**config.mk**
```make
export PLATFORM = sky130hd
export DESIGN_NAME = pipeline_hazard_unit_flat
export DESIGN_NICKNAME = d
export VERILOG_FILES = /design/src/rtl/pipeline_hazard_unit_if.sv /design/src/rtl/pipeline_hazard_unit.sv /design/src/flat_wrapper.sv
export SDC_FILE = /design/constraint.sdc
export NUM_CORES = 1
export LEC_CHECK = 0
export BUFFER_PORTS_ARGS = -buffer_cell sky130_fd_sc_hd__buf_4
export CAP_MARGIN = 20
export CELL_PAD_IN_SITES_DETAIL_PLACEMENT = 1
export CELL_PAD_IN_SITES_GLOBAL_PLACEMENT = 2
export CORE_ASPECT_RATIO = 0.75
export CORE_MARGIN = 5
export CORE_UTILIZATION = 17
export DETAILED_ROUTE_END_ITERATION = 16
export PLACE_DENSITY = 0.78
export SLEW_MARGIN = 20
export SYNTH_ARGS = -nofsm -noshare
export SYNTH_HDL_FRONTEND = slang
export SYNTH_SLANG_ARGS = --single-unit
```
**constraint.sdc**
```tcl
create_clock -name clk -period 3.4 [get_ports clk]
set_clock_uncertainty 0.2 [all_clocks]
set_input_delay 0.51 -clock clk [delete_from_list [all_inputs] [get_ports clk]]
set_output_delay 0.51 -clock clk [all_outputs]
set_load 0.005 [all_outputs]
```
**src/rtl/pipeline_hazard_unit_if.sv**
```systemverilog
// Hazard-unit bus: register fields observed from the pipeline and the
// stall / flush / forwarding controls returned to it.
// master = pipeline datapath side, slave = hazard unit side.
interface pipeline_hazard_unit_if #(
  parameter int REG_ADDR_W = 4
);
  logic [REG_ADDR_W-1:0] id_rs;
  logic [REG_ADDR_W-1:0] id_rt;
  logic                  id_uses_rs;
  logic                  id_uses_rt;
  logic [REG_ADDR_W-1:0] ex_rd;
  logic                  ex_reg_write;
  logic                  ex_mem_read;
  logic                  ex_redirect;
  logic [REG_ADDR_W-1:0] mem_rd;
  logic [REG_ADDR_W-1:0] wb_rd;
  logic                  mem_reg_write;
  logic                  wb_reg_write;
  logic [REG_ADDR_W-1:0] ex_rs;
  logic [REG_ADDR_W-1:0] ex_rt;
  logic                  pc_stall;
  logic                  ifid_stall;
  logic                  idex_bubble;
  logic                  ifid_flush;
  logic                  idex_flush;
  logic [1:0]            fwd_a;
  logic [1:0]            fwd_b;
  logic                  busy;

  modport master (
    output id_rs, id_rt, id_uses_rs, id_uses_rt, ex_rd, ex_reg_write,
           ex_mem_read, ex_redirect, mem_rd, wb_rd, mem_reg_write,
           wb_reg_write, ex_rs, ex_rt,
    input  pc_stall, ifid_stall, idex_bubble, ifid_flush, idex_flush,
           fwd_a, fwd_b, busy
  );

  modport slave (
    input  id_rs, id_rt, id_uses_rs, id_uses_rt, ex_rd, ex_reg_write,
           ex_mem_read, ex_redirect, mem_rd, wb_rd, mem_reg_write,
           wb_reg_write, ex_rs, ex_rt,
    output pc_stall, ifid_stall, idex_bubble, ifid_flush, idex_flush,
           fwd_a, fwd_b, busy
  );
endinterface

```
**src/rtl/pipeline_hazard_unit.sv**
```systemverilog
// Hazard / forwarding controller for the 24-bit-instruction pipeline.
// Load-use stalls, multi-cycle redirect flushes and ALU operand forwarding.
// Optional feature macro: HAZ_PERF_CNT_EN adds saturating perf counters
// (stall_cycles, flush_cycles, fwd_events).
module pipeline_hazard_unit #(
  parameter int REG_ADDR_W     = 4,
  parameter int BRANCH_PENALTY = 2,
`ifdef HAZ_PERF_CNT_EN
  parameter int CNT_W          = 16,
`endif
  parameter int LOAD_STALLS    = 1
) (
  input  logic                    clk,
  input  logic                    reset,
`ifdef HAZ_PERF_CNT_EN
  output logic [CNT_W-1:0]        stall_cycles,
  output logic [CNT_W-1:0]        flush_cycles,
  output logic [CNT_W-1:0]        fwd_events,
`endif
  pipeline_hazard_unit_if.slave   hz
);

  typedef enum logic [1:0] {RUN, LSTALL, FLUSH} state_t;

  localparam logic [1:0] FLUSH_CNT = 2'(BRANCH_PENALTY - 1);
  localparam logic [1:0] STALL_CNT = 2'(LOAD_STALLS - 1);

  state_t     state_q, state_d;
  logic [1:0] cnt_q, cnt_d;
  logic       stall, bubble, flush_if, flush_ex;
  logic       hazard_lu;
  logic [1:0] fwd_a, fwd_b;

  // Younger EX/MEM producer beats MEM/WB; register 0 never forwards.
  function automatic logic [1:0] fwd_sel(
    input logic [REG_ADDR_W-1:0] src,
    input logic [REG_ADDR_W-1:0] mrd,
    input logic                  mwr,
    input logic [REG_ADDR_W-1:0] wrd,
    input logic                  wwr
  );
    if (mwr && mrd != '0 && mrd == src)      return 2'b01;
    else if (wwr && wrd != '0 && wrd == src) return 2'b10;
    else                                     return 2'b00;
  endfunction

`ifdef HAZ_PERF_CNT_EN
  function automatic logic [CNT_W-1:0] sat_inc(input logic [CNT_W-1:0] v);
    return (&v) ? v : v + 1'b1;
  endfunction
`endif

  assign hazard_lu = hz.ex_mem_read && hz.ex_reg_write && hz.ex_rd != '0 &&
                     ((hz.id_uses_rs && hz.id_rs == hz.ex_rd) ||
                      (hz.id_uses_rt && hz.id_rt == hz.ex_rd));

  // Next-state and same-cycle control decode; redirect outranks everything.
  always_comb begin
    state_d  = state_q;
    cnt_d    = cnt_q;
    stall    = 1'b0;
    bubble   = 1'b0;
    flush_if = 1'b0;
    flush_ex = 1'b0;
    if (hz.ex_redirect) begin
      flush_if = 1'b1;
      flush_ex = 1'b1;
      if (BRANCH_PENALTY > 1) begin
        state_d = FLUSH;
        cnt_d   = FLUSH_CNT;
      end else begin
        state_d = RUN;
        cnt_d   = 2'd0;
      end
    end else begin
      case (state_q)
        RUN: begin
          if (hazard_lu) begin
            stall  = 1'b1;
            bubble = 1'b1;
            if (LOAD_STALLS > 1) begin
              state_d = LSTALL;
              cnt_d   = STALL_CNT;
            end
          end
        end
        LSTALL: begin
          stall  = 1'b1;
          bubble = 1'b1;
          if (cnt_q <= 2'd1) begin
            state_d = RUN;
            cnt_d   = 2'd0;
          end else begin
            cnt_d = cnt_q - 2'd1;
          end
        end
        FLUSH: begin
          flush_if = 1'b1;
          if (cnt_q <= 2'd1) begin
            state_d = RUN;
            cnt_d   = 2'd0;
          end else begin
            cnt_d = cnt_q - 2'd1;
          end
        end
        default: begin
          state_d = RUN;
          cnt_d   = 2'd0;
        end
      endcase
    end
  end

  // FSM state and sequence counter.
  always_ff @(posedge clk) begin
    if (reset) begin
      state_q <= RUN;
      cnt_q   <= 2'd0;
    end else begin
      state_q <= state_d;
      cnt_q   <= cnt_d;
    end
  end

  assign fwd_a = fwd_sel(hz.ex_rs, hz.mem_rd, hz.mem_reg_write, hz.wb_rd, hz.wb_reg_write);
  assign fwd_b = fwd_sel(hz.ex_rt, hz.mem_rd, hz.mem_reg_write, hz.wb_rd, hz.wb_reg_write);

  // Every control is forced quiet while reset is held.
  assign hz.pc_stall    = stall    & ~reset;
  assign hz.ifid_stall  = stall    & ~reset;
  assign hz.idex_bubble = bubble   & ~reset;
  assign hz.ifid_flush  = flush_if & ~reset;
  assign hz.idex_flush  = flush_ex & ~reset;
  assign hz.fwd_a       = reset ? 2'b00 : fwd_a;
  assign hz.fwd_b       = reset ? 2'b00 : fwd_b;
  assign hz.busy        = (state_q != RUN) & ~reset;

`ifdef HAZ_PERF_CNT_EN
  // Saturating event counters driven from the gated outputs.
  always_ff @(posedge clk) begin
    if (reset) begin
      stall_cycles <= '0;
      flush_cycles <= '0;
      fwd_events   <= '0;
    end else begin
      if (hz.pc_stall)                     stall_cycles <= sat_inc(stall_cycles);
      if (hz.ifid_flush)                   flush_cycles <= sat_inc(flush_cycles);
      if (hz.fwd_a != 2'b00 || hz.fwd_b != 2'b00) fwd_events <= sat_inc(fwd_events);
    end
  end
`endif

endmodule

```
**src/flat_wrapper.sv**
```systemverilog
// flat-port wrapper written by rule: the top's interface ports become plain ports
module pipeline_hazard_unit_flat 
#(
  parameter int REG_ADDR_W     = 4,
  parameter int BRANCH_PENALTY = 2,

  parameter int LOAD_STALLS    = 1
)
  (clk, reset, hz_id_rs, hz_id_rt, hz_id_uses_rs, hz_id_uses_rt, hz_ex_rd, hz_ex_reg_write, hz_ex_mem_read, hz_ex_redirect, hz_mem_rd, hz_wb_rd, hz_mem_reg_write, hz_wb_reg_write, hz_ex_rs, hz_ex_rt, hz_pc_stall, hz_ifid_stall, hz_idex_bubble, hz_ifid_flush, hz_idex_flush, hz_fwd_a, hz_fwd_b, hz_busy);
  pipeline_hazard_unit_if #(.REG_ADDR_W(REG_ADDR_W)) hz_i ();
  input  logic clk;
  input  logic reset;
  input wire logic [$bits(hz_i.id_rs)-1:0] hz_id_rs;
  input wire logic [$bits(hz_i.id_rt)-1:0] hz_id_rt;
  input wire logic [$bits(hz_i.id_uses_rs)-1:0] hz_id_uses_rs;
  input wire logic [$bits(hz_i.id_uses_rt)-1:0] hz_id_uses_rt;
  input wire logic [$bits(hz_i.ex_rd)-1:0] hz_ex_rd;
  input wire logic [$bits(hz_i.ex_reg_write)-1:0] hz_ex_reg_write;
  input wire logic [$bits(hz_i.ex_mem_read)-1:0] hz_ex_mem_read;
  input wire logic [$bits(hz_i.ex_redirect)-1:0] hz_ex_redirect;
  input wire logic [$bits(hz_i.mem_rd)-1:0] hz_mem_rd;
  input wire logic [$bits(hz_i.wb_rd)-1:0] hz_wb_rd;
  input wire logic [$bits(hz_i.mem_reg_write)-1:0] hz_mem_reg_write;
  input wire logic [$bits(hz_i.wb_reg_write)-1:0] hz_wb_reg_write;
  input wire logic [$bits(hz_i.ex_rs)-1:0] hz_ex_rs;
  input wire logic [$bits(hz_i.ex_rt)-1:0] hz_ex_rt;
  output wire logic [$bits(hz_i.pc_stall)-1:0] hz_pc_stall;
  output wire logic [$bits(hz_i.ifid_stall)-1:0] hz_ifid_stall;
  output wire logic [$bits(hz_i.idex_bubble)-1:0] hz_idex_bubble;
  output wire logic [$bits(hz_i.ifid_flush)-1:0] hz_ifid_flush;
  output wire logic [$bits(hz_i.idex_flush)-1:0] hz_idex_flush;
  output wire logic [$bits(hz_i.fwd_a)-1:0] hz_fwd_a;
  output wire logic [$bits(hz_i.fwd_b)-1:0] hz_fwd_b;
  output wire logic [$bits(hz_i.busy)-1:0] hz_busy;
  assign hz_i.id_rs = hz_id_rs;
  assign hz_i.id_rt = hz_id_rt;
  assign hz_i.id_uses_rs = hz_id_uses_rs;
  assign hz_i.id_uses_rt = hz_id_uses_rt;
  assign hz_i.ex_rd = hz_ex_rd;
  assign hz_i.ex_reg_write = hz_ex_reg_write;
  assign hz_i.ex_mem_read = hz_ex_mem_read;
  assign hz_i.ex_redirect = hz_ex_redirect;
  assign hz_i.mem_rd = hz_mem_rd;
  assign hz_i.wb_rd = hz_wb_rd;
  assign hz_i.mem_reg_write = hz_mem_reg_write;
  assign hz_i.wb_reg_write = hz_wb_reg_write;
  assign hz_i.ex_rs = hz_ex_rs;
  assign hz_i.ex_rt = hz_ex_rt;
  assign hz_pc_stall = hz_i.pc_stall;
  assign hz_ifid_stall = hz_i.ifid_stall;
  assign hz_idex_bubble = hz_i.idex_bubble;
  assign hz_ifid_flush = hz_i.ifid_flush;
  assign hz_idex_flush = hz_i.idex_flush;
  assign hz_fwd_a = hz_i.fwd_a;
  assign hz_fwd_b = hz_i.fwd_b;
  assign hz_busy = hz_i.busy;
  pipeline_hazard_unit #(.REG_ADDR_W(REG_ADDR_W), .BRANCH_PENALTY(BRANCH_PENALTY), .LOAD_STALLS(LOAD_STALLS)) u_core (.clk(clk), .reset(reset), .hz(hz_i));
endmodule
```
### After elaboration in Yosys (flattened, before gate mapping)

Cells that the tools add are included.

* output and inout bits: 10
* input port bits: 37
* logic and storage cells: 62
* bits in registers: 4

* equality and inequality tests: 11
* magnitude comparators: 1
* reductions and logical operators: 21
* mux-type cells: 18
* bitwise gates (word level): 6
* $add $sub $neg: 1

Operator list (count)
* 4-bit == test: 6
* 2-bit two-way mux: 9
* 4-bit nonzero test: 3
* 1-bit logical AND: 11
* 2-bit case mux with 2 select lines: 2
* 1-bit two-way mux: 6
* 1-bit bitwise AND: 4
* 2-bit AND reduction: 2
* 2-bit OR reduction: 2
* 3-bit by 1-bit != test with 1-bit output (second input constant): 1
* 2-bit by 1-bit == test with 1-bit output (second input constant): 1
* 2-bit == test (second input constant): 1
* 2-bit by 1-bit less-or-equal comparator with 1-bit output (second input constant): 1
* 2-bit zero test: 1
* 2-bit by 1-bit != test with 1-bit output (second input constant): 1
* 2-bit != test (second input constant): 1
* 1-bit NOT: 2
* 1-bit case mux with 2 select lines: 1
* 2-bit nonzero test: 1
* 2-bit by 1-bit subtractor with 2-bit output (second input constant): 1
* 1-bit logical OR: 1

### Longest topological paths before layout

* depth after elaboration: 8
* gate-level depth with buffers: 5

### Worst setup path after synthesis

No wires, ideal clock.

* kind: input to output
* start point: input hz_ex_rd[0]
* end point: output hz_ifid_stall
* path buffers: 1
* path slack: 1.116 ns
* arrival time: 1.574 ns
* stages on the path: 5
* path through: xor2_1 -> nor3_1 -> nand3_1 -> a2111oi_2 -> buf_4

* word-level cells in the longest chain between the ends: 8
* elaborated cells between the ends (all ways): 12
* classes of those cells: 2 x eq/ne; 3 x mux; 1 x bitwise; 6 x reduce/logical

RTL lines
* from (decl): RTL line flat_wrapper.sv:17 `input wire logic [$bits(hz_i.ex_rd)-1:0] hz_ex_rd;`
* 4-bit == test (on tied branches): RTL line pipeline_hazard_unit.sv:54, pipeline_hazard_unit.sv:55
* 1-bit logical AND (on tied branches): RTL line pipeline_hazard_unit.sv:54, pipeline_hazard_unit.sv:55
* 1-bit logical OR: RTL line pipeline_hazard_unit.sv:54 `((hz.id_uses_rs && hz.id_rs == hz.ex_rd) ||`
* 1-bit logical AND (*): RTL line pipeline_hazard_unit.sv:53 `assign hazard_lu = hz.ex_mem_read && hz.ex_reg_write && hz.ex_rd != '0 &&`
* 1-bit two-way mux (*)
* 1-bit case mux with 2 select lines (*)
* 1-bit two-way mux (*)
* 1-bit bitwise AND (*)
* to (decl): RTL line flat_wrapper.sv:28 `output wire logic [$bits(hz_i.ifid_stall)-1:0] hz_ifid_stall;`

Mark *: on every way between the ends. The rest lies on a longest branch, timed or not.

### Worst setup path after layout

* start point: input hz_ex_rd[0]
* end point: output hz_idex_bubble

* word-level cells in the longest chain between the ends: 8
* elaborated cells between the ends (all ways): 12
* classes of those cells: 2 x eq/ne; 3 x mux; 1 x bitwise; 6 x reduce/logical

RTL lines
* 4-bit == test (on tied branches): RTL line pipeline_hazard_unit.sv:54, pipeline_hazard_unit.sv:55
* 1-bit logical AND (on tied branches): RTL line pipeline_hazard_unit.sv:54, pipeline_hazard_unit.sv:55
* 1-bit logical OR: RTL line pipeline_hazard_unit.sv:54
* 1-bit logical AND (*): RTL line pipeline_hazard_unit.sv:53
* 1-bit two-way mux (*): RTL line pipeline_hazard_unit.sv:78 `if (hazard_lu) begin`
* 1-bit case mux with 2 select lines (*): RTL line pipeline_hazard_unit.sv:76 `case (state_q)`
* 1-bit two-way mux (*): RTL line pipeline_hazard_unit.sv:65 `if (hz.ex_redirect) begin`
* 1-bit bitwise AND (*): RTL line pipeline_hazard_unit.sv:131 `assign hz.idex_bubble = bubble & ~reset;`
* to (decl): RTL line flat_wrapper.sv:29 `output wire logic [$bits(hz_i.idex_bubble)-1:0] hz_idex_bubble;`

Marked as above.

==> flow_metrics.env <==
export IMPL_peakVddDrop_v=0.000101
export IMPL_dpl_hpwl_um=1790
export IMPL_r2r_start="u_core.state_q[1]"
export IMPL_drv_slew=0
export IMPL_ctsHoldBuffers=0
export IMPL_track_usage_pct=9.89
export IMPL_period_share_pct=72.5
export IMPL_vias_per_cell=4.36
export IMPL_dieArea_mm2=0.00396
export IMPL_yosysTopAreaCell="xnor2_1"
export IMPL_syn_to_final_growth_pct=88.7
export IMPL_leakagePower_nw=0.396
export IMPL_antenna_found_initial=0
export IMPL_grt_pass1_wl_um=3260
export IMPL_synth_edf_count=0
export IMPL_status="completed"
export IMPL_synthArstFlopShare_pct=0
export IMPL_worstHoldStart="u_core.cnt_q[1]"
export IMPL_fin_tns_setup_ns=0
export IMPL_power_density_mw_per_mm2=253
export IMPL_synth_most_common_cell="xnor2_1"
export IMPL_post_route_util_pct=33.9
export IMPL_worst_path_max_fanout=3
export IMPL_die_y_um=55.7
export IMPL_grt_overflow_total=0
export IMPL_p_sw_w=0.0000572
export IMPL_postCtsSetupBuffers=0
export IMPL_cts_htree_levels=1
export IMPL_crit_arrival_ns=1.75
export IMPL_relSlewSlack_pct=68.6
export IMPL_final_hold_violation_count=0
export IMPL_cap_violations=0
export IMPL_worst_pin_slew_ns=0.466
export IMPL_grt_max_degree=8
export IMPL_synth_seq_cells=3
export IMPL_timing_hold_ws_ns=0.275
export IMPL_rows=16
export IMPL_cp_end_kind="primary output"
export IMPL_fmaxAchievable_mhz=406
export IMPL_clockRootBuffer="clkbuf_8"
export IMPL_cts_resized=0
export IMPL_rsz0062_at_grt="false"
export IMPL_layout_drive_gt1_share_pct=48.6
export IMPL_wl_per_cell_um=13.3
export IMPL_synth_ff_type="dfxtp_1"
export IMPL_clockBufferDepth=2
export IMPL_wirelength_um=1910
export IMPL_yosys_top_cells_area="xnor2_1 33%, dfxtp_1 13%, xor2_1 11%, nor3_1 6.3%, nand4_1 5.3%"
export IMPL_clk_insertion_delay_late_ns=0.21
export IMPL_start_util_pct=17.9
export IMPL_seq_power_share_pct=16.9
export IMPL_ys_top_cells_by_count="18 x xnor2_1, 6 x nor3_1, 6 x xor2_1, 4 x nand4_1, 4 x nor2_1"
export IMPL_numCtsBuffers=3
export IMPL_die_w_um=71.0
export IMPL_p_clk_share_pct=44.6
export IMPL_nNetsFinal=145
export IMPL_io_buffers=46
export IMPL_ant_nets=0
export IMPL_grt_pass1_vias=722
export IMPL_internal_power_w=0.000169
export IMPL_cts_tree="yes"
export IMPL_drtIter0Drc=1
export IMPL_yosys_warnings=0
export IMPL_cp_startpoint="hz_ex_rd[0]"
export IMPL_insertedDiodeCount=0
export IMPL_swShare_pct=25.2
export IMPL_worstHoldPathType="reg2reg"
export IMPL_io_pins=47
export IMPL_start_kind="primary input"
export IMPL_criticalPathCategory="in2out"
export IMPL_setup_violations=0
export IMPL_p_comb_share_pct=38.5
export IMPL_ys_types=19
export IMPL_synth_area_um2=474
export IMPL_drt_pass1_iter_count=2
export IMPL_fin_crit_ns=2.46
export IMPL_core_area_mm2=0.00264
export IMPL_final_area_um2=895
export IMPL_num_vias=623
export IMPL_cts_sinks=3
export IMPL_postSynthCellCount=59
export IMPL_critPathRequiredTime_ns=2.69
export IMPL_place_congestion=0.870
export IMPL_place_area_um2=850
export IMPL_drc=0
export IMPL_synth_nets=96
export IMPL_synth_top_area_share_pct=33.2
export IMPL_clk_pin_slew_ns=0.03
export IMPL_avgSynthCellArea_um2=8.04
export IMPL_ys_seq_area_share_pct=12.7
[worst max-delay path, stage by stage]
cell       delay [ns]
buf_4            0.12
xor2_1           0.15
nor3_1           0.24
nand3_1          0.13
a2111oi_2        0.41
buf_4            0.19
[per-layer routing]
layer,up-vias,routed length (um),GRT usage [%]
met3,0,218,2.89
met1,277,859,12.2
met5,-,0,0
li1,304,-,-
met2,42,829,16.8
met4,0,0,2.41
[flip-flops by register name, summed over array words and instances (netlist names)]
register	flops
u_core.cnt_q	2
u_core.state_q	1
[cell usage in the layout, fill, tap and decap left out, drive strengths merged]
cell     instances
buf             46
xnor2           18
nor3             6
xor2             6
nand4            4
nor2             4
clkbuf           4
nand3            3
dfxtp            3
nand3b           2
a21oi            2
o41ai            1
nor4             1
a2111oi          1
nor2b            1
inv              1
or2              1
or4              1
o211a            1
a21o             1
[final cells by class]
cell class	count	area, um^2
fillers	339	1750
multi-input cells	53	395
repair buffers	46	345
flip-flops and latches	3	60.1
clock buffers	4	45.0
well taps	36	45.0
inverters	1	3.75
[logic make-up (layout without fill, tap and decap cells)]
kind of cell | count (synthesis) | after routing | synth area share [%]
compound gates | 6 | 6 | 12.4
xor+xnor | 24 | 24 | 44.3
simple gates | 23 | 23 | 26.6
buf+inv | 3 | 51 | 3.96
flops | 3 | 3 | 12.7
[power by group through the flow]
stage	clock (W)	sequential (W)	combinational, W
floorplan	0	0.0000383	0.0000342
global placement	0	0.0000385	0.0000861
detailed placement	0	0.0000388	0.0000886
CTS	0.000105	0.0000383	0.0000887
global route	0.000106	0.0000386	0.0000956
finish	0.000101	0.0000383	0.0000871
[path summary, 6_finish.rpt]
| path | to | slack [ns] | depth (start not counted) |
|---|---|---|---|
| setup / recovery | hz_idex_bubble | 0.94 | 6 |
| hold / removal | u_core.cnt_q[1] | 0.27 | 1 |
| setup reg to reg | u_core.state_q[1] | 2.36 | 3 |
| hold reg to reg | u_core.cnt_q[1] | 0.27 | 1 |
[metrics by stage]
stage                     worst slack [ns]   power, W  instances
after floorplan                       1.12  0.0000725         59
after detailed placement             0.895   0.000127        139
after global placement               0.952   0.000125        139
final                                0.935   0.000226        143
after CTS                            0.893   0.000232        143
after global routing                 0.735   0.000240        143
Note: power is estimated with default switching activity, not from simulation.
